--- config.mk ---
export PLATFORM = sky130hd
export DESIGN_NAME = pipe_hazard_ctrl_flat
export DESIGN_NICKNAME = d
export VERILOG_FILES = /design/src/rtl/pipe_hazard_ctrl_if.sv /design/src/rtl/pipe_hazard_ctrl.sv /design/src/flat_wrapper.sv
export SDC_FILE = /design/constraint.sdc
export NUM_CORES = 1
export LEC_CHECK = 0
export BUFFER_PORTS_ARGS = -buffer_cell sky130_fd_sc_hd__buf_2
export CAP_MARGIN = 20
export CELL_PAD_IN_SITES_DETAIL_PLACEMENT = 1
export CELL_PAD_IN_SITES_GLOBAL_PLACEMENT = 1
export CORE_MARGIN = 3
export CORE_UTILIZATION = 32
export CTS_CLUSTER_DIAMETER = 200
export DETAILED_ROUTE_END_ITERATION = 8
export HOLD_SLACK_MARGIN = 0.05
export PLACE_DENSITY_LB_ADDON = 0.1
export SLEW_MARGIN = 20
export SYNTH_ARGS = -nofsm -noshare
export SYNTH_HDL_FRONTEND = slang
export SYNTH_SLANG_ARGS = --single-unit
--- constraint.sdc ---
create_clock -name i_clk -period 5.7 [get_ports i_clk]
set_input_delay 1.71 -clock i_clk [delete_from_list [all_inputs] [get_ports i_clk]]
set_output_delay 1.71 -clock i_clk [all_outputs]
set_load 0.01 [all_outputs]
--- src/rtl/pipe_hazard_ctrl_if.sv ---
// Core <-> hazard controller signal bundle: ID/EX/MEM/WB hazard sources,
// interrupt handshake, and the stage enable/flush/forwarding controls.
`timescale 1ns/1ps
interface pipe_hazard_ctrl_if #(
    parameter int REG_AW = 5
);
    logic [REG_AW-1:0] i_id_rs, i_id_rt;
    logic              i_id_use_rs, i_id_use_rt, i_id_jump;
    logic [REG_AW-1:0] i_ex_rd;
    logic              i_ex_regwrite, i_ex_lw, i_ex_br_taken, i_ex_muldiv_start;
    logic [REG_AW-1:0] i_mem_rd, i_wb_rd;
    logic              i_mem_regwrite, i_wb_regwrite;
    logic              i_ext_int, i_int_en, i_int_ack;
    logic              o_we_pc, o_we_dec, o_we_exec, o_we_MemAc, o_we_WrBc;
    logic              o_s_rst_dec, o_s_rst_exec, o_s_rst_MemAc, o_s_rst_WrBc;
    logic [1:0]        o_fwd_a, o_fwd_b;
    logic              o_int_req, o_busy;

    modport master (
        output i_id_rs, i_id_rt, i_id_use_rs, i_id_use_rt, i_id_jump,
               i_ex_rd, i_ex_regwrite, i_ex_lw, i_ex_br_taken, i_ex_muldiv_start,
               i_mem_rd, i_wb_rd, i_mem_regwrite, i_wb_regwrite,
               i_ext_int, i_int_en, i_int_ack,
        input  o_we_pc, o_we_dec, o_we_exec, o_we_MemAc, o_we_WrBc,
               o_s_rst_dec, o_s_rst_exec, o_s_rst_MemAc, o_s_rst_WrBc,
               o_fwd_a, o_fwd_b, o_int_req, o_busy
    );

    modport slave (
        input  i_id_rs, i_id_rt, i_id_use_rs, i_id_use_rt, i_id_jump,
               i_ex_rd, i_ex_regwrite, i_ex_lw, i_ex_br_taken, i_ex_muldiv_start,
               i_mem_rd, i_wb_rd, i_mem_regwrite, i_wb_regwrite,
               i_ext_int, i_int_en, i_int_ack,
        output o_we_pc, o_we_dec, o_we_exec, o_we_MemAc, o_we_WrBc,
               o_s_rst_dec, o_s_rst_exec, o_s_rst_MemAc, o_s_rst_WrBc,
               o_fwd_a, o_fwd_b, o_int_req, o_busy
    );
endinterface

--- src/rtl/pipe_hazard_ctrl.sv ---
// Hazard/stall/interrupt controller for the 5-stage MIPS pipeline: flushes,
// load-use stall, operand forwarding, mul/div freeze and gated interrupt request.
`timescale 1ns/1ps
module pipe_hazard_ctrl #(
    parameter int REG_AW     = 5,
    parameter int MULDIV_LAT = 4,
    parameter int INT_SYNC   = 2
) (
    input logic              i_clk,
    input logic              i_a_rst,
    pipe_hazard_ctrl_if.slave hz
);
    localparam int CW = $clog2(MULDIV_LAT + 1);

    typedef enum logic {ST_RUN, ST_MD_BUSY} state_t;

    state_t                r_state;
    logic [CW-1:0]         r_md_cnt;
    logic                  r_busy;
    logic [INT_SYNC-1:0]   r_sync;
    logic                  r_edge;
    logic                  r_int_pend;

    logic w_active, w_run, w_lu_match, w_br, w_lu, w_jmp, w_md_go, w_int_edge;

    function automatic logic [1:0] fwd_sel(
        input logic [REG_AW-1:0] src,
        input logic              mem_we,
        input logic [REG_AW-1:0] mem_rd,
        input logic              wb_we,
        input logic [REG_AW-1:0] wb_rd
    );
        if (mem_we && (mem_rd != '0) && (mem_rd == src))
            return 2'b01;
        else if (wb_we && (wb_rd != '0) && (wb_rd == src))
            return 2'b10;
        return 2'b00;
    endfunction

    assign w_lu_match = hz.i_ex_lw & hz.i_ex_regwrite & (hz.i_ex_rd != '0) &
                        ((hz.i_id_use_rs & (hz.i_id_rs == hz.i_ex_rd)) |
                         (hz.i_id_use_rt & (hz.i_id_rt == hz.i_ex_rd)));

    // Outputs fall back to their reset values for as long as reset is held.
    assign w_active   = ~i_a_rst;
    assign w_run      = w_active & (r_state == ST_RUN);
    assign w_br       = w_run & hz.i_ex_br_taken;
    assign w_lu       = w_run & ~hz.i_ex_br_taken & w_lu_match;
    assign w_jmp      = w_run & ~hz.i_ex_br_taken & ~w_lu_match & hz.i_id_jump;
    assign w_md_go    = w_run & ~hz.i_ex_br_taken & ~w_lu_match & ~hz.i_id_jump &
                        hz.i_ex_muldiv_start;
    assign w_int_edge = r_sync[INT_SYNC-1] & ~r_edge;

    assign hz.o_busy  = r_busy;

    always_comb begin
        hz.o_we_pc       = 1'b1;
        hz.o_we_dec      = 1'b1;
        hz.o_we_exec     = 1'b1;
        hz.o_we_MemAc    = 1'b1;
        hz.o_we_WrBc     = 1'b1;
        hz.o_s_rst_dec   = 1'b0;
        hz.o_s_rst_exec  = 1'b0;
        hz.o_s_rst_MemAc = 1'b0;
        hz.o_s_rst_WrBc  = 1'b0;
        hz.o_fwd_a       = 2'b00;
        hz.o_fwd_b       = 2'b00;
        hz.o_int_req     = 1'b0;
        if (w_active) begin
            hz.o_fwd_a = fwd_sel(hz.i_id_rs, hz.i_mem_regwrite, hz.i_mem_rd,
                                 hz.i_wb_regwrite, hz.i_wb_rd);
            hz.o_fwd_b = fwd_sel(hz.i_id_rt, hz.i_mem_regwrite, hz.i_mem_rd,
                                 hz.i_wb_regwrite, hz.i_wb_rd);
            if (r_busy) begin
                // Hold PC..EX and feed bubbles into MEM while mul/div runs.
                hz.o_we_pc       = 1'b0;
                hz.o_we_dec      = 1'b0;
                hz.o_we_exec     = 1'b0;
                hz.o_s_rst_MemAc = 1'b1;
            end else begin
                if (w_br) begin
                    hz.o_s_rst_dec  = 1'b1;
                    hz.o_s_rst_exec = 1'b1;
                end
                if (w_lu) begin
                    hz.o_we_pc      = 1'b0;
                    hz.o_we_dec     = 1'b0;
                    hz.o_s_rst_exec = 1'b1;
                end
                if (w_jmp)
                    hz.o_s_rst_dec = 1'b1;
                hz.o_int_req = r_int_pend & hz.i_int_en & ~(w_br | w_lu | w_jmp);
            end
        end
    end

    always_ff @(posedge i_clk or posedge i_a_rst) begin
        if (i_a_rst) begin
            r_state  <= ST_RUN;
            r_md_cnt <= '0;
            r_busy   <= 1'b0;
        end else begin
            case (r_state)
                ST_RUN: begin
                    if (w_md_go) begin
                        r_state  <= ST_MD_BUSY;
                        r_md_cnt <= CW'(MULDIV_LAT - 1);
                        r_busy   <= 1'b1;
                    end
                end
                default: begin
                    r_md_cnt <= r_md_cnt - 1'b1;
                    if (r_md_cnt == CW'(1)) begin
                        r_state <= ST_RUN;
                        r_busy  <= 1'b0;
                    end
                end
            endcase
        end
    end

    // A fresh edge beats a simultaneous acknowledge so no interrupt is lost.
    always_ff @(posedge i_clk or posedge i_a_rst) begin
        if (i_a_rst) begin
            r_sync     <= '0;
            r_edge     <= 1'b0;
            r_int_pend <= 1'b0;
        end else begin
            r_sync <= {r_sync[INT_SYNC-2:0], hz.i_ext_int};
            r_edge <= r_sync[INT_SYNC-1];
            if (w_int_edge)
                r_int_pend <= 1'b1;
            else if (hz.i_int_ack)
                r_int_pend <= 1'b0;
        end
    end
endmodule

--- src/flat_wrapper.sv ---
// flat-port wrapper written by rule: the top's interface ports become plain ports
module pipe_hazard_ctrl_flat 
#(
    parameter int REG_AW     = 5,
    parameter int MULDIV_LAT = 4,
    parameter int INT_SYNC   = 2
)
  (i_clk, i_a_rst, hz_i_id_rs, hz_i_id_rt, hz_i_id_use_rs, hz_i_id_use_rt, hz_i_id_jump, hz_i_ex_rd, hz_i_ex_regwrite, hz_i_ex_lw, hz_i_ex_br_taken, hz_i_ex_muldiv_start, hz_i_mem_rd, hz_i_wb_rd, hz_i_mem_regwrite, hz_i_wb_regwrite, hz_i_ext_int, hz_i_int_en, hz_i_int_ack, hz_o_we_pc, hz_o_we_dec, hz_o_we_exec, hz_o_we_MemAc, hz_o_we_WrBc, hz_o_s_rst_dec, hz_o_s_rst_exec, hz_o_s_rst_MemAc, hz_o_s_rst_WrBc, hz_o_fwd_a, hz_o_fwd_b, hz_o_int_req, hz_o_busy);
  pipe_hazard_ctrl_if #(.REG_AW(REG_AW)) hz_i ();
  input logic i_clk;
  input logic i_a_rst;
  input wire logic [$bits(hz_i.i_id_rs)-1:0] hz_i_id_rs;
  input wire logic [$bits(hz_i.i_id_rt)-1:0] hz_i_id_rt;
  input wire logic [$bits(hz_i.i_id_use_rs)-1:0] hz_i_id_use_rs;
  input wire logic [$bits(hz_i.i_id_use_rt)-1:0] hz_i_id_use_rt;
  input wire logic [$bits(hz_i.i_id_jump)-1:0] hz_i_id_jump;
  input wire logic [$bits(hz_i.i_ex_rd)-1:0] hz_i_ex_rd;
  input wire logic [$bits(hz_i.i_ex_regwrite)-1:0] hz_i_ex_regwrite;
  input wire logic [$bits(hz_i.i_ex_lw)-1:0] hz_i_ex_lw;
  input wire logic [$bits(hz_i.i_ex_br_taken)-1:0] hz_i_ex_br_taken;
  input wire logic [$bits(hz_i.i_ex_muldiv_start)-1:0] hz_i_ex_muldiv_start;
  input wire logic [$bits(hz_i.i_mem_rd)-1:0] hz_i_mem_rd;
  input wire logic [$bits(hz_i.i_wb_rd)-1:0] hz_i_wb_rd;
  input wire logic [$bits(hz_i.i_mem_regwrite)-1:0] hz_i_mem_regwrite;
  input wire logic [$bits(hz_i.i_wb_regwrite)-1:0] hz_i_wb_regwrite;
  input wire logic [$bits(hz_i.i_ext_int)-1:0] hz_i_ext_int;
  input wire logic [$bits(hz_i.i_int_en)-1:0] hz_i_int_en;
  input wire logic [$bits(hz_i.i_int_ack)-1:0] hz_i_int_ack;
  output wire logic [$bits(hz_i.o_we_pc)-1:0] hz_o_we_pc;
  output wire logic [$bits(hz_i.o_we_dec)-1:0] hz_o_we_dec;
  output wire logic [$bits(hz_i.o_we_exec)-1:0] hz_o_we_exec;
  output wire logic [$bits(hz_i.o_we_MemAc)-1:0] hz_o_we_MemAc;
  output wire logic [$bits(hz_i.o_we_WrBc)-1:0] hz_o_we_WrBc;
  output wire logic [$bits(hz_i.o_s_rst_dec)-1:0] hz_o_s_rst_dec;
  output wire logic [$bits(hz_i.o_s_rst_exec)-1:0] hz_o_s_rst_exec;
  output wire logic [$bits(hz_i.o_s_rst_MemAc)-1:0] hz_o_s_rst_MemAc;
  output wire logic [$bits(hz_i.o_s_rst_WrBc)-1:0] hz_o_s_rst_WrBc;
  output wire logic [$bits(hz_i.o_fwd_a)-1:0] hz_o_fwd_a;
  output wire logic [$bits(hz_i.o_fwd_b)-1:0] hz_o_fwd_b;
  output wire logic [$bits(hz_i.o_int_req)-1:0] hz_o_int_req;
  output wire logic [$bits(hz_i.o_busy)-1:0] hz_o_busy;
  assign hz_i.i_id_rs = hz_i_id_rs;
  assign hz_i.i_id_rt = hz_i_id_rt;
  assign hz_i.i_id_use_rs = hz_i_id_use_rs;
  assign hz_i.i_id_use_rt = hz_i_id_use_rt;
  assign hz_i.i_id_jump = hz_i_id_jump;
  assign hz_i.i_ex_rd = hz_i_ex_rd;
  assign hz_i.i_ex_regwrite = hz_i_ex_regwrite;
  assign hz_i.i_ex_lw = hz_i_ex_lw;
  assign hz_i.i_ex_br_taken = hz_i_ex_br_taken;
  assign hz_i.i_ex_muldiv_start = hz_i_ex_muldiv_start;
  assign hz_i.i_mem_rd = hz_i_mem_rd;
  assign hz_i.i_wb_rd = hz_i_wb_rd;
  assign hz_i.i_mem_regwrite = hz_i_mem_regwrite;
  assign hz_i.i_wb_regwrite = hz_i_wb_regwrite;
  assign hz_i.i_ext_int = hz_i_ext_int;
  assign hz_i.i_int_en = hz_i_int_en;
  assign hz_i.i_int_ack = hz_i_int_ack;
  assign hz_o_we_pc = hz_i.o_we_pc;
  assign hz_o_we_dec = hz_i.o_we_dec;
  assign hz_o_we_exec = hz_i.o_we_exec;
  assign hz_o_we_MemAc = hz_i.o_we_MemAc;
  assign hz_o_we_WrBc = hz_i.o_we_WrBc;
  assign hz_o_s_rst_dec = hz_i.o_s_rst_dec;
  assign hz_o_s_rst_exec = hz_i.o_s_rst_exec;
  assign hz_o_s_rst_MemAc = hz_i.o_s_rst_MemAc;
  assign hz_o_s_rst_WrBc = hz_i.o_s_rst_WrBc;
  assign hz_o_fwd_a = hz_i.o_fwd_a;
  assign hz_o_fwd_b = hz_i.o_fwd_b;
  assign hz_o_int_req = hz_i.o_int_req;
  assign hz_o_busy = hz_i.o_busy;
  pipe_hazard_ctrl #(.REG_AW(REG_AW), .MULDIV_LAT(MULDIV_LAT), .INT_SYNC(INT_SYNC)) u_core (.i_clk(i_clk), .i_a_rst(i_a_rst), .hz(hz_i));
endmodule
# ---- Word level (Yosys, flattened, before mapping)
# Index checks and enable logic that the tools add are counted.
# Widths: inputs -> output; s select.
dict set report op_classes {
  mux 40
  reduce_logical 12
  n_bitwise 26
  eq_ne 8
  n_addsub 1
}
# cell n
set ops {}
lappend ops {{$eq 5x5->1} 6}
lappend ops {{$mux 1} 30}
lappend ops {{$and 1x1->1} 16}
lappend ops {{$mux 2} 8}
lappend ops {{$reduce_bool 5->1} 3}
lappend ops {{$not 1->1} 7}
lappend ops {{$logic_and 1x1->1} 6}
lappend ops {{$mux 3} 2}
lappend ops {{$reduce_bool 2->1} 2}
lappend ops {{$eq 3x1->1 const B} 1}
lappend ops {{$or 1x1->1} 3}
lappend ops {{$sub 3x1->3 const B} 1}
lappend ops {{$ne 2x2->1 const B} 1}
lappend ops {{$reduce_and 2->1} 1}
dict set report word_totals {
  out_inout_bits 15
  inputBits 39
  word_cells 93
  regBits 9
}

# ---- Depth between registers and ports, before layout
# Gate-level depths: netlist (run 1).
dict set report logic_depth {
  depth_word 12
  mapped_depth 6
  mapped_depth_nobuf 5
}

# ---- Worst setup path before layout (run 1)
# Ideal clock, no wire load.
dict set report synth_path {
  path_kind {input -> output}
  start {input port hz_i_ex_rd[1]}
  end {output port hz_o_int_req}
  arrival_time_ns 2.985
  t_required_ns 3.990
  setup_slack_ns 1.005
  n_path_buf 0
  stages 4
  cell_sequence {or4_4 o211ai_4 o21ai_2 a2111oi_2}
}
dict set report synth_between {
  elab_chain_cells 12
  word_cells_on_any_way 18
  classes_between {eq/ne (2); mux (2); bitwise (13); reduce/logical (1)}
}
# item line_no
set synth_lines {}
lappend synth_lines {{from (decl)} flat_wrapper.sv:17} ;# input wire logic [$bits(hz_i.i_ex_rd)-1:0] hz_i_ex_rd;
lappend synth_lines {{$eq 5x5->1, on equally long branches} {pipe_hazard_ctrl.sv:41, pipe_hazard_ctrl.sv:42}}
lappend synth_lines {{$and 1x1->1, on equally long branches} {pipe_hazard_ctrl.sv:41, pipe_hazard_ctrl.sv:42}}
lappend synth_lines {{$or 1x1->1} pipe_hazard_ctrl.sv:41} ;# ((hz.i_id_use_rs & (hz.i_id_rs == hz.i_ex_rd)) |
lappend synth_lines {{$and 1x1->1 *} pipe_hazard_ctrl.sv:40} ;# assign w_lu_match = hz.i_ex_lw & hz.i_ex_regwrite & (hz.i_ex_rd != '0) &
lappend synth_lines {{$not 1->1} pipe_hazard_ctrl.sv:49} ;# assign w_jmp = w_run & ~hz.i_ex_br_taken & ~w_lu_match & hz.i_id_jump;
lappend synth_lines {{$and 1x1->1 (2 in series)} pipe_hazard_ctrl.sv:49}
lappend synth_lines {{$or 1x1->1 *} pipe_hazard_ctrl.sv:92} ;# hz.o_int_req = r_int_pend & hz.i_int_en & ~(w_br | w_lu | w_jmp);
lappend synth_lines {{$not 1->1 *} pipe_hazard_ctrl.sv:92}
lappend synth_lines {{$and 1x1->1 *} pipe_hazard_ctrl.sv:92}
lappend synth_lines {{$mux 1 *} pipe_hazard_ctrl.sv:74} ;# if (r_busy) begin
lappend synth_lines {{$mux 1 *} pipe_hazard_ctrl.sv:69} ;# if (w_active) begin
lappend synth_lines {{to (decl)} flat_wrapper.sv:40} ;# output wire logic [$bits(hz_i.o_int_req)-1:0] hz_o_int_req;
# Mark *: on every way between the ends. The rest lies on a longest branch, timed or not.

# ---- Worst setup path after layout (run 1)
dict set report layout_path {
  start {input port i_a_rst}
  end {output port hz_o_fwd_a[1]}
}
dict set report layout_between {
  elab_chain_cells 1
}
# item line_no
set layout_lines {}
lappend layout_lines {{from (decl)} flat_wrapper.sv:11} ;# input logic i_a_rst;
lappend layout_lines {{$mux 2} pipe_hazard_ctrl.sv:69}
lappend layout_lines {{to (decl)} flat_wrapper.sv:38} ;# output wire logic [$bits(hz_i.o_fwd_a)-1:0] hz_o_fwd_a;
# Every way passes these cells.

==> results of run 1 <==
worst paths after layout:
| path | start | end | slack [ns] |
|---|---|---|---|
| setup / recovery | i_a_rst | hz_o_fwd_a[1] | 0.71 |
| max in group asynchronous | i_a_rst | u_core.r_md_cnt[1]$_DFFE_PP0P_ | 3.94 |
| min in group asynchronous | i_a_rst | u_core.r_state$_DFF_PP0_ | 1.49 |
| hold reg to reg | u_core.r_sync[0]$_DFF_PP0_ | u_core.r_sync[1]$_DFF_PP0_ | 0.36 |
| setup reg to reg | u_core.r_state$_DFF_PP0_ | u_core.r_md_cnt[2]$_DFFE_PP0P_ | 4.55 |
| hold / removal | u_core.r_sync[0]$_DFF_PP0_ | u_core.r_sync[1]$_DFF_PP0_ | 0.36 |
per-layer routing:
metal  track usage, %  up-vias  routed length [um]
li1                 -      455                   -
met2             28.5       40                1270
met4             2.91        0                   0
met1             19.1      416                1040
met5                0        -                   0
met3             5.66        0                 239
critical path: stages:
cell	delay (ns)
buf_2	0.14
inv_1	0.30
o211ai_1	0.17
or4_1	0.54
nor4_1	0.23
buf_2	0.19
layout make-up:
type / instances / area (sq um) / area share [%]
multi-input combinational: 85 / 627 / 52.6
timing repair buffer: 50 / 250 / 21.0
sequential: 9 / 225 / 18.9
tap: 30 / 37.5 / 3.15
clock buffer: 4 / 26.3 / 2.20
inverter: 7 / 26.3 / 2.20
synth_stat cells:
library cell,count
a2111oi_2,1
a21boi_1,1
a21oi_1,2
a32oi_2,1
and2_1,2
buf_4,4
clkbuf_1,1
conb_1,2
dfrtp_1,9
ha_1,2
inv_1,7
nand2_1,9
nand3_1,2
nand3b_1,1
nor2_1,5
nor3_1,5
nor3b_1,1
nor4_1,6
o2111ai_2,1
o211ai_1,1
o211ai_4,1
o21a_1,1
o21ai_0,1
o21ai_1,1
o21ai_2,1
o22ai_1,1
or4_1,4
or4_4,1
xnor2_1,13
xor2_1,18
where the power goes:
part	leakage (nW)	total, mW	switching (mW)	internal [mW]
clock network	0.0150	0.0466	0.0197	0.0268
registers	0.105	0.104	0.0206	0.0834
logic	0.456	0.130	0.0701	0.0595
per-stage QoR:
stage / setup slack, ns / instance area (sq um)
2_1_floorplan: 1.00 / 912
3_3_place_gp: 0.747 / 1170
3_5_place_dp: 0.683 / 1170
4_1_cts: 0.674 / 1190
5_1_grt: 0.541 / 1190
6_report: 0.707 / 1190
state kept, by name, indices dropped and copies added (netlist names):
name and flops:
u_core.r_int_pend 1, u_core.r_sync 2, u_core.r_edge 1, u_core.hz.o_busy 1, u_core.r_md_cnt 3, u_core.r_state 1
cell families after synthesis:
family	share of synthesized area, %
XOR/XNOR	29.9
flip-flops	24.8
adder cells (fa/ha/maj)	2.75
AND/OR/NAND/NOR	21.4
AO/OA/AOI/OAI	13.8
other	0.827
buffers and inverters	6.61
placed cells by master (no fill, tap or decap), types with 2 or more instances in the layout:
cell and instances:
buf_2 50, conb_1 3, nand2_1 9, xor2_1 18, nor4_1 6, nor3_1 5, xnor2_1 13, a21oi_1 2
dfrtp_1 9, inv_1 7, clkbuf_4 3, or4_1 4, and2_1 2, ha_1 2, nor2_1 5, nand3_1 2
==> metrics.txt, run 1 <==
status completed; grt ovf 0; GRT Total Usage 16.3%; sequential fraction of the synthesis area 24.8%; Hold-fix buffers, CTS 0; share of cells above drive strength 1 38.1%; final setup TNS 0 ns; antenna cells 0; WHS Path Cells 0; Crit. End Element output pin; Worst R2R Path Depth 3; antenna viol nets, final 0; area grow syn2layout 31.3%; clock root buffer clkbuf_4; vias per cell 4.92; final non-filler cell total 185; final slew viol count 0; First DRT Iteration DRCs 21; largest net degree at the start of global routing 12; total leakage power 0.577 nW; number of global-route vias before repair 964; #FFs+latches synth 9; Die X 59.3 um; Final HPWL DP 2370 um; Syn Inst Count 105; Core ar. 0.00259 sq mm; Max Cap Viol 0; clock-pin slew on the worst setup and hold paths 0.06 ns; post-CTS setup buffer count 0; CP arrival 3.28 ns; IO Pins 54; TritonCTS Buffers 3; Final Hold Slack 0.355 ns; antenna violations before repair 0; overall die height 59.3 um; Clock H-tree levels 1; TritonRoute pass-1 iters 4; critical path class primary input to output pin; Clock Skew 0.000236 ns; placed cell count 181; post-layout util 46.0%; NumNets Final 197; Netlist cell types 30; total die area 0.00351 sq mm; Max VDD drop 0.141 mV; Synth top area share 24.8%; crit path max fanout 11; clk_lat worst skew 0.25 ns; synth top area cells dfrtp_1 (25%), xor2_1 (17%), xnor2_1 (13%), nor4_1 (4.1%), nand2_1 (3.7%); Synth Area per Inst 8.65 sq um; min Tclk post-route 4.99 ns; fillers 337; Synth Cell Area 908 sq um; f_max 0.200 GHz; gpl congestion 0.751; Total Power 280 uW; Total Wirelength 2550 um; CTS tree done; # DRC 0; ratio of final minimum period to clock period 87.6%; Synth warnings 0; Worst Path Required 3.99 ns; Max Buffers Root-to-Sink 2; CTS Sinks 9; Cell Pwr Density 235 mW/mm^2; post-cts sizing count 0; Placement Rows 18; RSZ-0062 raised after global routing false; WL per Instance 13.8 um; hold crit path type flop to flop; endpoints failing setup 0; CP startpoint kind primary input; Fin. Hold Viols 0; IO Port Bufs 50; Yosys top cell by area dfrtp_1; DR vias 911; Initial Util 35.1%; global-route wire length before repair 4330 um
No activity file was read; power rests on OpenSTA's default activity.
==> run 2: changes to the inputs <==
Settings changed: CORE_MARGIN 3 to not set.
==> run 2 against run 1 <==
Against the previous run:
- combinational power is essentially flat
- power increased by 0.73%
- sequential share of layout area did not move
- worst setup slack got worse by 0.0086 ns
- non-clock buffer count is the same
- first-iteration DRC count increased by 14%
- die area down 13%
- global-route usage up 1.9 points
- cell count stayed put
- critical path depth did not move
- clock power hardly changed
- utilization unchanged
==> metrics.txt, run 2 (synthesized netlist as in run 1, its figures left out) <==
status completed; Total Wirelength 2470 um (-3.2%); # DRC 0 (unchanged); grt ovf 0 (unchanged); area grow syn2layout 31.3% (unchanged); most frequent cells in the layout buf_2 (50), xor2_1 (18), xnor2_1 (13); Top reg by flops u_core.r_md_cnt; hold crit path type flop to flop; Max Buffers Root-to-Sink 2 (unchanged); RSZ-0062 raised after global routing false; Clock Skew 0.00265 ns (+0.00241 ns); post-cts sizing count 0 (unchanged); Worst Path Required 3.99 ns (about the same); ratio of final minimum period to clock period 87.8% (+0.15 points); crit-path cells buf_2, inv_1, o211ai_1, or4_1, nor4_1, buf_2; final slew viol count 0 (unchanged); crit path max fanout 11 (unchanged); Final Hold Slack 0.358 ns (+0.00246 ns); antenna viol nets, final 0 (unchanged); CTS Sinks 9 (unchanged); Final HPWL DP 2250 um (-5.3%); endpoints failing setup 0 (unchanged); clock-pin slew on the worst setup and hold paths 0.06 ns (about the same); CP startpoint kind primary input; min Tclk post-route 5.00 ns (+0.00865 ns); Critical-path top delay cell or4_1; max reg flops 3 (unchanged); WL per Instance 13.3 um (-3.2%); Core ar. 0.00259 sq mm (unchanged); f_max 0.200 GHz (-0.17%); most common cell after layout, fill and taps aside buf_2; Total Power 282 uW (+0.73%); TritonRoute pass-1 iters 2 (-2); Clock H-tree levels 1 (unchanged); IO Pins 54 (unchanged); clock root buffer clkbuf_4; share of cells above drive strength 1 38.1% (unchanged); clk_lat worst skew 0.25 ns (about the same); gpl congestion 0.772 (+2.8%); Max Cap Viol 0 (unchanged); antenna cells 0 (unchanged); antenna violations before repair 0 (unchanged); critical path class primary input to output pin; final setup TNS 0 ns (unchanged); Cell Pwr Density 237 mW/mm^2 (+0.73%); biggest regs u_core.r_md_cnt x3, u_core.r_sync x2; Crit. End Element output pin; CTS tree done; crit-path max cell delay 0.55 ns (about the same); global-route wire length before repair 4480 um (+3.5%); largest net degree at the start of global routing 12 (unchanged); Fin. Hold Viols 0 (unchanged); CP arrival 3.29 ns (about the same); Placement Rows 18 (unchanged); Max VDD drop 0.155 mV (+9.9%); post-CTS setup buffer count 0 (unchanged); NumNets Final 197 (unchanged); number of global-route vias before repair 1,006 (+4.4%); Die X 55.3 um (-6.7%); GRT Total Usage 18.2% (+1.9 points); Worst path most repeated cell buf_2; vias per cell 4.95 (+0.55%); total die area 0.00306 sq mm (-13%); Hold-fix buffers, CTS 0 (unchanged); TritonCTS Buffers 3 (unchanged); overall die height 55.3 um (-6.7%); DR vias 916 (+0.55%); total leakage power 0.577 nW (unchanged); IO Port Bufs 50 (unchanged); Initial Util 35.1% (unchanged); First DRT Iteration DRCs 24 (+14%)
==> run 2: path summary, 6_finish.rpt <==
check	slack, ns	cells past startpoint	startpoint	end
max	0.70	6	i_a_rst	hz_o_fwd_b[1]
min	0.36	0	u_core.r_sync[0]$_DFF_PP0_	u_core.r_sync[1]$_DFF_PP0_
max reg2reg	4.57	3	u_core.r_state$_DFF_PP0_	u_core.r_md_cnt[2]$_DFFE_PP0P_
min reg2reg	0.36	0	u_core.r_sync[0]$_DFF_PP0_	u_core.r_sync[1]$_DFF_PP0_
max in group asynchronous	3.94	2	i_a_rst	u_core.r_md_cnt[2]$_DFFE_PP0P_
min in group asynchronous	1.49	2	i_a_rst	u_core.r_md_cnt[1]$_DFFE_PP0P_
==> run 2: routing by layer <==
layer  GRT usage, %  part of all wire (%)  up-vias
met5              0                     0        -
met4           4.29                  0.49        0
met3           3.98                   6.0        2
met2           32.7                    49       38
met1           22.0                    44      422
li1               -                     -      454
==> run 2: final cells by class <==
class	count	area, sq um
clock buffers	4	26.3
fillers	332	1400
inverters	7	26.3
multi-input cells	85	627
flip-flops and latches	9	225
well taps	30	37.5
repair buffers	50	250
==> run 2: stage by stage <==
step	util [%]	std cells	setup slack (ns)	cell area, sq um
after floorplan	-	106	1.00	912
after global placement	45.0	181	0.748	1170
after detailed placement	45.0	181	0.673	1170
after CTS	46.0	185	0.662	1190
after global routing	46.0	185	0.508	1190
final	46.0	185	0.698	1190
==> run 2: report_power, final <==
group	switching [mW]	internal, mW	leakage [nW]	total, mW
combinational	0.0718	0.0596	0.456	0.131
sequential	0.0206	0.0834	0.105	0.104
clock	0.0199	0.0268	0.0150	0.0467
==> run 2: worst max-delay path, delay by kind of cell <==
family	cells	cell delay, ns
simple gates	2	0.77
buf+inv	3	0.63
compound gates	1	0.18
